===== src/rtl/key_refresh_scheduler_pkg.sv =====
// Shared definitions for the key refresh scheduler: FSM state encoding and
// helpers that derive the rotation length and counter widths from the key
// geometry.
package key_refresh_scheduler_pkg;

  // FSM state encoding, kept as plain constants for legacy tool flows.
  localparam logic [1:0] ST_IDLE      = 2'd0;
  localparam logic [1:0] ST_WAIT_SAFE = 2'd1;
  localparam logic [1:0] ST_REFRESH   = 2'd2;
  localparam logic [1:0] ST_DONE      = 2'd3;

  // Number of randomness words in one full key rotation.
  function automatic int calc_n_words(input int key_bits, input int rate);
    return key_bits / rate;
  endfunction

  // Counter width able to index n values; never narrower than one bit.
  function automatic int cnt_width(input int n);
    return (n > 1) ? $clog2(n) : 1;
  endfunction

endpackage


===== src/rtl/key_refresh_scheduler_if.sv =====
// Handshake bundle around the key refresh scheduler: PRNG randomness port,
// key holder refresh port, AES start handshake and refresh status.
interface key_refresh_scheduler_if #(
  parameter int D          = 2,
  parameter int RFRSH_RATE = 16
);

  localparam int RND_W = (D - 1) * RFRSH_RATE;

  logic [RND_W-1:0] rnd_in;
  logic             rnd_in_valid;
  logic             rnd_in_ready;
  logic [RND_W-1:0] rnd_rfrsh_out;
  logic             rnd_rfrsh_out_valid;
  logic             aes_busy;
  logic             aes_start_req;
  logic             aes_start_grant;
  logic             kh_busy;
  logic             force_refresh;
  logic             refresh_busy;
  logic             refresh_done;

  // Environment side: PRNG, AES core, key holder and control.
  modport master (
    output rnd_in, rnd_in_valid, aes_busy, aes_start_req, kh_busy, force_refresh,
    input  rnd_in_ready, rnd_rfrsh_out, rnd_rfrsh_out_valid, aes_start_grant,
           refresh_busy, refresh_done
  );

  // Scheduler side.
  modport slave (
    input  rnd_in, rnd_in_valid, aes_busy, aes_start_req, kh_busy, force_refresh,
    output rnd_in_ready, rnd_rfrsh_out, rnd_rfrsh_out_valid, aes_start_grant,
           refresh_busy, refresh_done
  );

endinterface


===== src/rtl/key_refresh_scheduler_refresh_word_counter.sv =====
// Serial fetch word counter: counts enabled cycles from 0 to N-1, wraps
// explicitly at the terminal value and flags it with tc.
module refresh_word_counter
  import key_refresh_scheduler_pkg::*;
#(
  parameter int N = 16,
  parameter int W = cnt_width(N)
) (
  input  logic clk,
  input  logic rst,
  input  logic en,
  input  logic clr,
  output logic tc
);

  localparam logic [W-1:0] LAST = W'(N - 1);

  logic [W-1:0] cnt;

  // Count enabled words; clear has priority and the wrap is explicit.
  always_ff @(posedge clk or negedge rst) begin
    if (!rst)      cnt <= '0;
    else if (clr)  cnt <= '0;
    else if (en)   cnt <= tc ? '0 : cnt + W'(1);
  end

  assign tc = (cnt == LAST);

endmodule


===== src/rtl/key_refresh_scheduler.sv =====
// Schedules the periodic randomness refresh of the masked key holder between
// AES executions. Counts completed executions, and after REFRESH_PERIOD of
// them (or on force_refresh) waits until AES and key holder are quiet, then
// streams one full rotation of PRNG words into the holder. New AES starts are
// withheld while a refresh is pending or running.
module key_refresh_scheduler
  import key_refresh_scheduler_pkg::*;
#(
  parameter int d              = 2,
  parameter int RFRSH_RATE     = 16,
  parameter int KEY_BITS       = 256,
  parameter int REFRESH_PERIOD = 1
) (
  input  logic                     clk,
  input  logic                     rst,
  key_refresh_scheduler_if.slave   bus
);

  localparam int N_WORDS = calc_n_words(KEY_BITS, RFRSH_RATE);
  localparam int CNT_W   = cnt_width(N_WORDS);
  localparam int EXEC_W  = $clog2(REFRESH_PERIOD + 1);

  localparam logic [EXEC_W-1:0] EXEC_LAST = EXEC_W'(REFRESH_PERIOD - 1);

  logic [1:0]        state, state_d;
  logic [EXEC_W-1:0] exec_cnt, exec_cnt_d;
  logic              prev_aes_busy;
  logic              exec_end;
  logic              word_en;
  logic              word_clr;
  logic              word_tc;

  // Delayed copy of aes_busy used to find the end of an execution.
  // NOTE: registers are written with <= so every flop samples pre-edge values.
  always_ff @(posedge clk or negedge rst) begin
    if (!rst) prev_aes_busy <= 1'b0;
    else      prev_aes_busy <= bus.aes_busy;
  end

  assign exec_end = prev_aes_busy & ~bus.aes_busy;

  // Next-state and execution-count logic.
  always_comb begin
    // NOTE: defaults first so no path leaves a variable unassigned (no latches).
    state_d    = state;
    exec_cnt_d = exec_cnt;
    case (state)
      ST_IDLE: begin
        if (bus.force_refresh) begin
          exec_cnt_d = '0;
          state_d    = ST_WAIT_SAFE;
        end else if (exec_end) begin
          if (exec_cnt == EXEC_LAST) begin
            exec_cnt_d = '0;
            state_d    = ST_WAIT_SAFE;
          end else begin
            exec_cnt_d = exec_cnt + EXEC_W'(1);
          end
        end
      end
      ST_WAIT_SAFE: begin
        if (!bus.aes_busy && !bus.kh_busy) state_d = ST_REFRESH;
      end
      ST_REFRESH: begin
        if (bus.rnd_in_valid && word_tc) state_d = ST_DONE;
      end
      default: state_d = ST_IDLE;
    endcase
  end

  // State and execution-count registers; a reset abandons any partial rotation.
  always_ff @(posedge clk or negedge rst) begin
    if (!rst) begin
      state    <= ST_IDLE;
      exec_cnt <= '0;
    end else begin
      state    <= state_d;
      exec_cnt <= exec_cnt_d;
    end
  end

  assign word_en  = (state == ST_REFRESH) & bus.rnd_in_valid;
  assign word_clr = (state != ST_REFRESH);

  refresh_word_counter #(
    .N (N_WORDS),
    .W (CNT_W)
  ) u_word_cnt (
    .clk (clk),
    .rst (rst),
    .en  (word_en),
    .clr (word_clr),
    .tc  (word_tc)
  );

  assign bus.rnd_in_ready        = (state == ST_REFRESH);
  assign bus.rnd_rfrsh_out_valid = (state == ST_REFRESH) & bus.rnd_in_valid;
  // Randomness passes straight through, but is forced quiet while in reset.
  assign bus.rnd_rfrsh_out       = rst ? bus.rnd_in : '0;
  assign bus.refresh_busy        = (state != ST_IDLE);
  assign bus.refresh_done        = (state == ST_DONE);
  // A refresh trigger in the same cycle as a start request wins.
  assign bus.aes_start_grant     = rst & bus.aes_start_req & (state == ST_IDLE) &
                                   ~exec_end & ~bus.force_refresh &
                                   ~bus.kh_busy & ~bus.aes_busy;

endmodule


===== src/flat_wrapper.sv =====
// flat-port wrapper written by rule: the top's interface ports become plain ports
module key_refresh_scheduler_flat import key_refresh_scheduler_pkg::*;
#(
  parameter int d              = 2,
  parameter int RFRSH_RATE     = 16,
  parameter int KEY_BITS       = 256,
  parameter int REFRESH_PERIOD = 1
)
  (clk, rst, bus_rnd_in, bus_rnd_in_valid, bus_aes_busy, bus_aes_start_req, bus_kh_busy, bus_force_refresh, bus_rnd_in_ready, bus_rnd_rfrsh_out, bus_rnd_rfrsh_out_valid, bus_aes_start_grant, bus_refresh_busy, bus_refresh_done);
  key_refresh_scheduler_if #(.D((2)), .RFRSH_RATE(RFRSH_RATE)) bus_i ();
  input  logic clk;
  input  logic rst;
  input wire logic [$bits(bus_i.rnd_in)-1:0] bus_rnd_in;
  input wire logic [$bits(bus_i.rnd_in_valid)-1:0] bus_rnd_in_valid;
  input wire logic [$bits(bus_i.aes_busy)-1:0] bus_aes_busy;
  input wire logic [$bits(bus_i.aes_start_req)-1:0] bus_aes_start_req;
  input wire logic [$bits(bus_i.kh_busy)-1:0] bus_kh_busy;
  input wire logic [$bits(bus_i.force_refresh)-1:0] bus_force_refresh;
  output wire logic [$bits(bus_i.rnd_in_ready)-1:0] bus_rnd_in_ready;
  output wire logic [$bits(bus_i.rnd_rfrsh_out)-1:0] bus_rnd_rfrsh_out;
  output wire logic [$bits(bus_i.rnd_rfrsh_out_valid)-1:0] bus_rnd_rfrsh_out_valid;
  output wire logic [$bits(bus_i.aes_start_grant)-1:0] bus_aes_start_grant;
  output wire logic [$bits(bus_i.refresh_busy)-1:0] bus_refresh_busy;
  output wire logic [$bits(bus_i.refresh_done)-1:0] bus_refresh_done;
  assign bus_i.rnd_in = bus_rnd_in;
  assign bus_i.rnd_in_valid = bus_rnd_in_valid;
  assign bus_i.aes_busy = bus_aes_busy;
  assign bus_i.aes_start_req = bus_aes_start_req;
  assign bus_i.kh_busy = bus_kh_busy;
  assign bus_i.force_refresh = bus_force_refresh;
  assign bus_rnd_in_ready = bus_i.rnd_in_ready;
  assign bus_rnd_rfrsh_out = bus_i.rnd_rfrsh_out;
  assign bus_rnd_rfrsh_out_valid = bus_i.rnd_rfrsh_out_valid;
  assign bus_aes_start_grant = bus_i.aes_start_grant;
  assign bus_refresh_busy = bus_i.refresh_busy;
  assign bus_refresh_done = bus_i.refresh_done;
  key_refresh_scheduler #(.d(d), .RFRSH_RATE(RFRSH_RATE), .KEY_BITS(KEY_BITS), .REFRESH_PERIOD(REFRESH_PERIOD)) u_core (.clk(clk), .rst(rst), .bus(bus_i));
endmodule

===== config.mk =====
export PLATFORM = sky130hd
export DESIGN_NAME = key_refresh_scheduler_flat
export DESIGN_NICKNAME = d
export VERILOG_FILES = /design/src/rtl/key_refresh_scheduler_pkg.sv /design/src/rtl/key_refresh_scheduler_if.sv /design/src/rtl/key_refresh_scheduler_refresh_word_counter.sv /design/src/rtl/key_refresh_scheduler.sv /design/src/flat_wrapper.sv
export SDC_FILE = /design/constraint.sdc
export NUM_CORES = 1
export LEC_CHECK = 0
export ABC_AREA = 1
export CORE_AREA = 2 2 39 41
export DETAILED_ROUTE_END_ITERATION = 8
export DIE_AREA = 0 0 41 43
export DONT_BUFFER_PORTS = 1
export PLACE_DENSITY = 0.65
export SLEW_MARGIN = 20
export SYNTH_ARGS = -nofsm -noshare
export SYNTH_HDL_FRONTEND = slang
export SYNTH_SLANG_ARGS = --single-unit

===== constraint.sdc =====
create_clock -name clk -period 1.4 [get_ports clk]
set_clock_uncertainty 0.05 [all_clocks]
set_input_delay 0.28 -clock clk [delete_from_list [all_inputs] [get_ports clk]]
set_output_delay 0.28 -clock clk [all_outputs]
set_load 0.05 [all_outputs]

==> flow_metrics.env <==
export IMPL_nets=132
export IMPL_post_synth_top_count_cell="nand2_1"
export IMPL_area_growth_syn_to_layout_pct=48.34
export IMPL_yosys_most_used_dff="dfrtp_1"
export IMPL_fmaxAchievable_ghz=0.6292
export IMPL_layoutNonFillerInstCount=119
export IMPL_synth_area_top_cells="dfrtp_1 31%, nand2_1 19%, ha_1 11%"
export IMPL_io_pins=44
export IMPL_yosysTopAreaCell="dfrtp_1"
export IMPL_drt_wl_total_microns=1279
export IMPL_cts_tree="yes"
export IMPL_crit_family="flip-flops"
export IMPL_cts_buffer_depth=2
export IMPL_synth_nets=115
export IMPL_grt_use_total_pct=16.13
export IMPL_cp_cell_sequence="inv_2 -> ha_4 -> nand2_4 -> nor3_4 -> buf_12"
export IMPL_dp_cells=108
export IMPL_cp_max_fo=2
export IMPL_setup_slack_ns=-0.1894
export IMPL_worst_pin_slew_ns=0.4201
export IMPL_fin_setup_tns_ns=-0.7746
export IMPL_antenna_found_initial=0
export IMPL_ir_worst_vdd_v=0.001589
export IMPL_fp_dieW_microns=41
export IMPL_clock_sinks=7
export IMPL_firstDrtPassIters=2
export IMPL_routabilityCongestion=0.7972
export IMPL_failed_checks="negative setup slack"
export IMPL_remaining_drc_errors=0
export IMPL_synth_cell_types=17
export IMPL_start_util_pct=40.96
export IMPL_fin_total_pwr_uw=1689
export IMPL_vias_per_cell=4.706
export IMPL_core_sq_um=1384
export IMPL_std_cell_rows=14
export IMPL_required_ns=1.07
export IMPL_antenna_diode_count=0
export IMPL_finalHoldViolations=0
export IMPL_cts_buffers=3
export IMPL_syn_inst=87
export IMPL_cap_violations=0
export IMPL_yosysWarningCount=0
export IMPL_crit_path_max_incr_delay_ns=0.40
export IMPL_finalSetupViolCount=6
export IMPL_synth_seq_area_share_pct=30.91
export IMPL_grt_max_degree=19
export IMPL_holdWs_ns=0.1350
export IMPL_fillers=114
export IMPL_period_minus_slack_ns=1.589
export IMPL_dieHeight_microns=43
export IMPL_final_max_slew_viol_count=0
export IMPL_cp_slowest_cell="dfrtp_1"
export IMPL_synthDominantCellAreaShare_pct=30.91
export IMPL_synth_area_sq_um=566.8
export IMPL_arrival_ns=1.26
export IMPL_crit_path_end_kind="primary output"
export IMPL_outcome="complete, but fails checks"
export IMPL_maxSlewHeadroom_pct=71.96
export IMPL_grt_pass1_wl_microns=1932
export IMPL_first_global_vias=452
export IMPL_htreeDepth=1
export IMPL_detail_route_antenna_nets=0
export IMPL_clkTransAtPathRegs_ns=0.06
export IMPL_p_per_area_nw_per_um2=2009
export IMPL_io_buffers=0
export IMPL_dieArea_sq_um=1763
export IMPL_post_place_ws_ns=0.02963
export IMPL_leakage_uw=0.0004828
export IMPL_min_path_type="in2reg"
export IMPL_vias=560
export IMPL_synth_top_cells_by_count="29 x nand2_1, 13 x inv_1, 11 x inv_2"
export IMPL_synth_edf_count=0
export IMPL_insertion_delay_ns=0.25
export IMPL_async_reset_ff_share_pct=100.0
export IMPL_fin_crit_sh_pct=113.5
export IMPL_overflow=0
export IMPL_cp_buffers_inverters=2
export IMPL_avgSynthCellArea_sq_um=6.515
export IMPL_drt_iter0_drc=3
export IMPL_wl_per_cell_microns=10.75
export IMPL_setup_worst_path_start_class="register"
export IMPL_ctsRootBufferMaster="clkbuf_4"
export IMPL_dpl_hpwl_microns=904.8
export IMPL_crit_type="reg2out"
export IMPL_layout_drive_gt1_share_pct=41.75
export IMPL_grt_setup_unrepaired="yes"
export IMPL_synth_seq_cells=7
-- layout make-up --
type                            instances  area, sq um  area share (%)
Clock buffer                            4        26.28           3.125
Inverter                               24        95.09           11.31
Multi-Input combinational cell         54        357.8           42.56
Sequential cell                         7        175.2           20.83
Tap cell                               16        20.02           2.381
Timing Repair Buffer                   14        166.4           19.79
-- flip-flops by register name, indices dropped and copies added (netlist names) --
name	count
u_core.prev_aes_busy	1
u_core.state	2
u_core.u_word_cnt.cnt	4
-- metrics by stage --
step | area, sq um | utilization [%]
2_1_floorplan | 595.6 | -
3_3_place_gp | 693.2 | 50.09
3_5_place_dp | 693.2 | 50.09
4_1_cts | 798.3 | 57.69
5_1_grt | 840.8 | 60.76
6_report | 840.8 | 60.76
-- per-layer routing --
metal | GRT usage, % | vias up | routed length [microns]
met4 | 4.000 | 0 | 0
met5 | 0 | - | 0
met3 | 3.141 | 0 | 88
met2 | 27.19 | 24 | 688
met1 | 19.93 | 251 | 502
li1 | - | 285 | -
-- worst reg2reg max path: stages, from the launching register on --
cell and delay, ns:
dfrtp_1 0.38, inv_2 0.07, buf_4 0.14, ha_4 0.16
buf_6 0.12, buf_6 0.12, inv_4 0.05, nor2_4 0.03
a22o_1 0.19
-- timing repair --
| item | 4_1_cts | 5_1_grt |
|---|---|---|
| hold endpoints to repair | 8 | 0 |
| gates resized for setup | 8 | 11 |
| buffers inserted | 4 | 1 |
| hold buffers | 2 | 0 |
| endpoints found under the setup margin | 5 | 9 |
| pin swaps | 3 | 3 |
-- worst paths after layout --
check                      cells past startpoint                      from                        to  slack [ns]
hold reg to reg                                1  u_core.u_word_cnt.cnt[0]  u_core.u_word_cnt.cnt[0]        0.45
max in group asynchronous                      1                       rst  u_core.u_word_cnt.cnt[3]        0.73
setup / recovery                               5           u_core.state[0]       bus_aes_start_grant       -0.19
min in group asynchronous                      1                       rst      u_core.prev_aes_busy        0.32
hold / removal                                 3          bus_rnd_in_valid  u_core.u_word_cnt.cnt[0]        0.13
setup reg to reg                               8           u_core.state[0]  u_core.u_word_cnt.cnt[1]       -0.02
-- report_power, final --
part           switching [uW]  total, uW  internal, uW
combinational             700       1220           520
sequential               33.1        281           248
clock                    78.9        188           109
total                     812       1690           877
-- placed cells by master, fill, tap and decap left out --
cell type,n
inv_4,2
dlygate4sd3_1,2
ha_4,2
nand2_1,25
dfrtp_1,7
nor2_1,1
nor3_4,1
buf_12,3
nand3_1,6
nor2_2,4
o21ai_1,2
clkbuf_4,3
nand2_2,1
clkbuf_1,1
xor2_1,1
buf_6,3
buf_4,5
nand2_4,3
nand4_1,1
inv_1,9
inv_2,13
a22o_1,1
a21oi_1,1
ha_1,3
buf_8,1
nor2_4,2
-- kinds of logic after synthesis --
family	Yosys count	synth area share [%]
AO/OA/AOI/OAI	4	4.194
buffers and inverters	26	18.10
flip-flops	7	30.91
XOR/XNOR	1	1.546
AND/OR/NAND/NOR	44	34.22
adder cells (fa/ha/maj)	5	11.04
No activity file was read; power rests on OpenSTA's default activity.
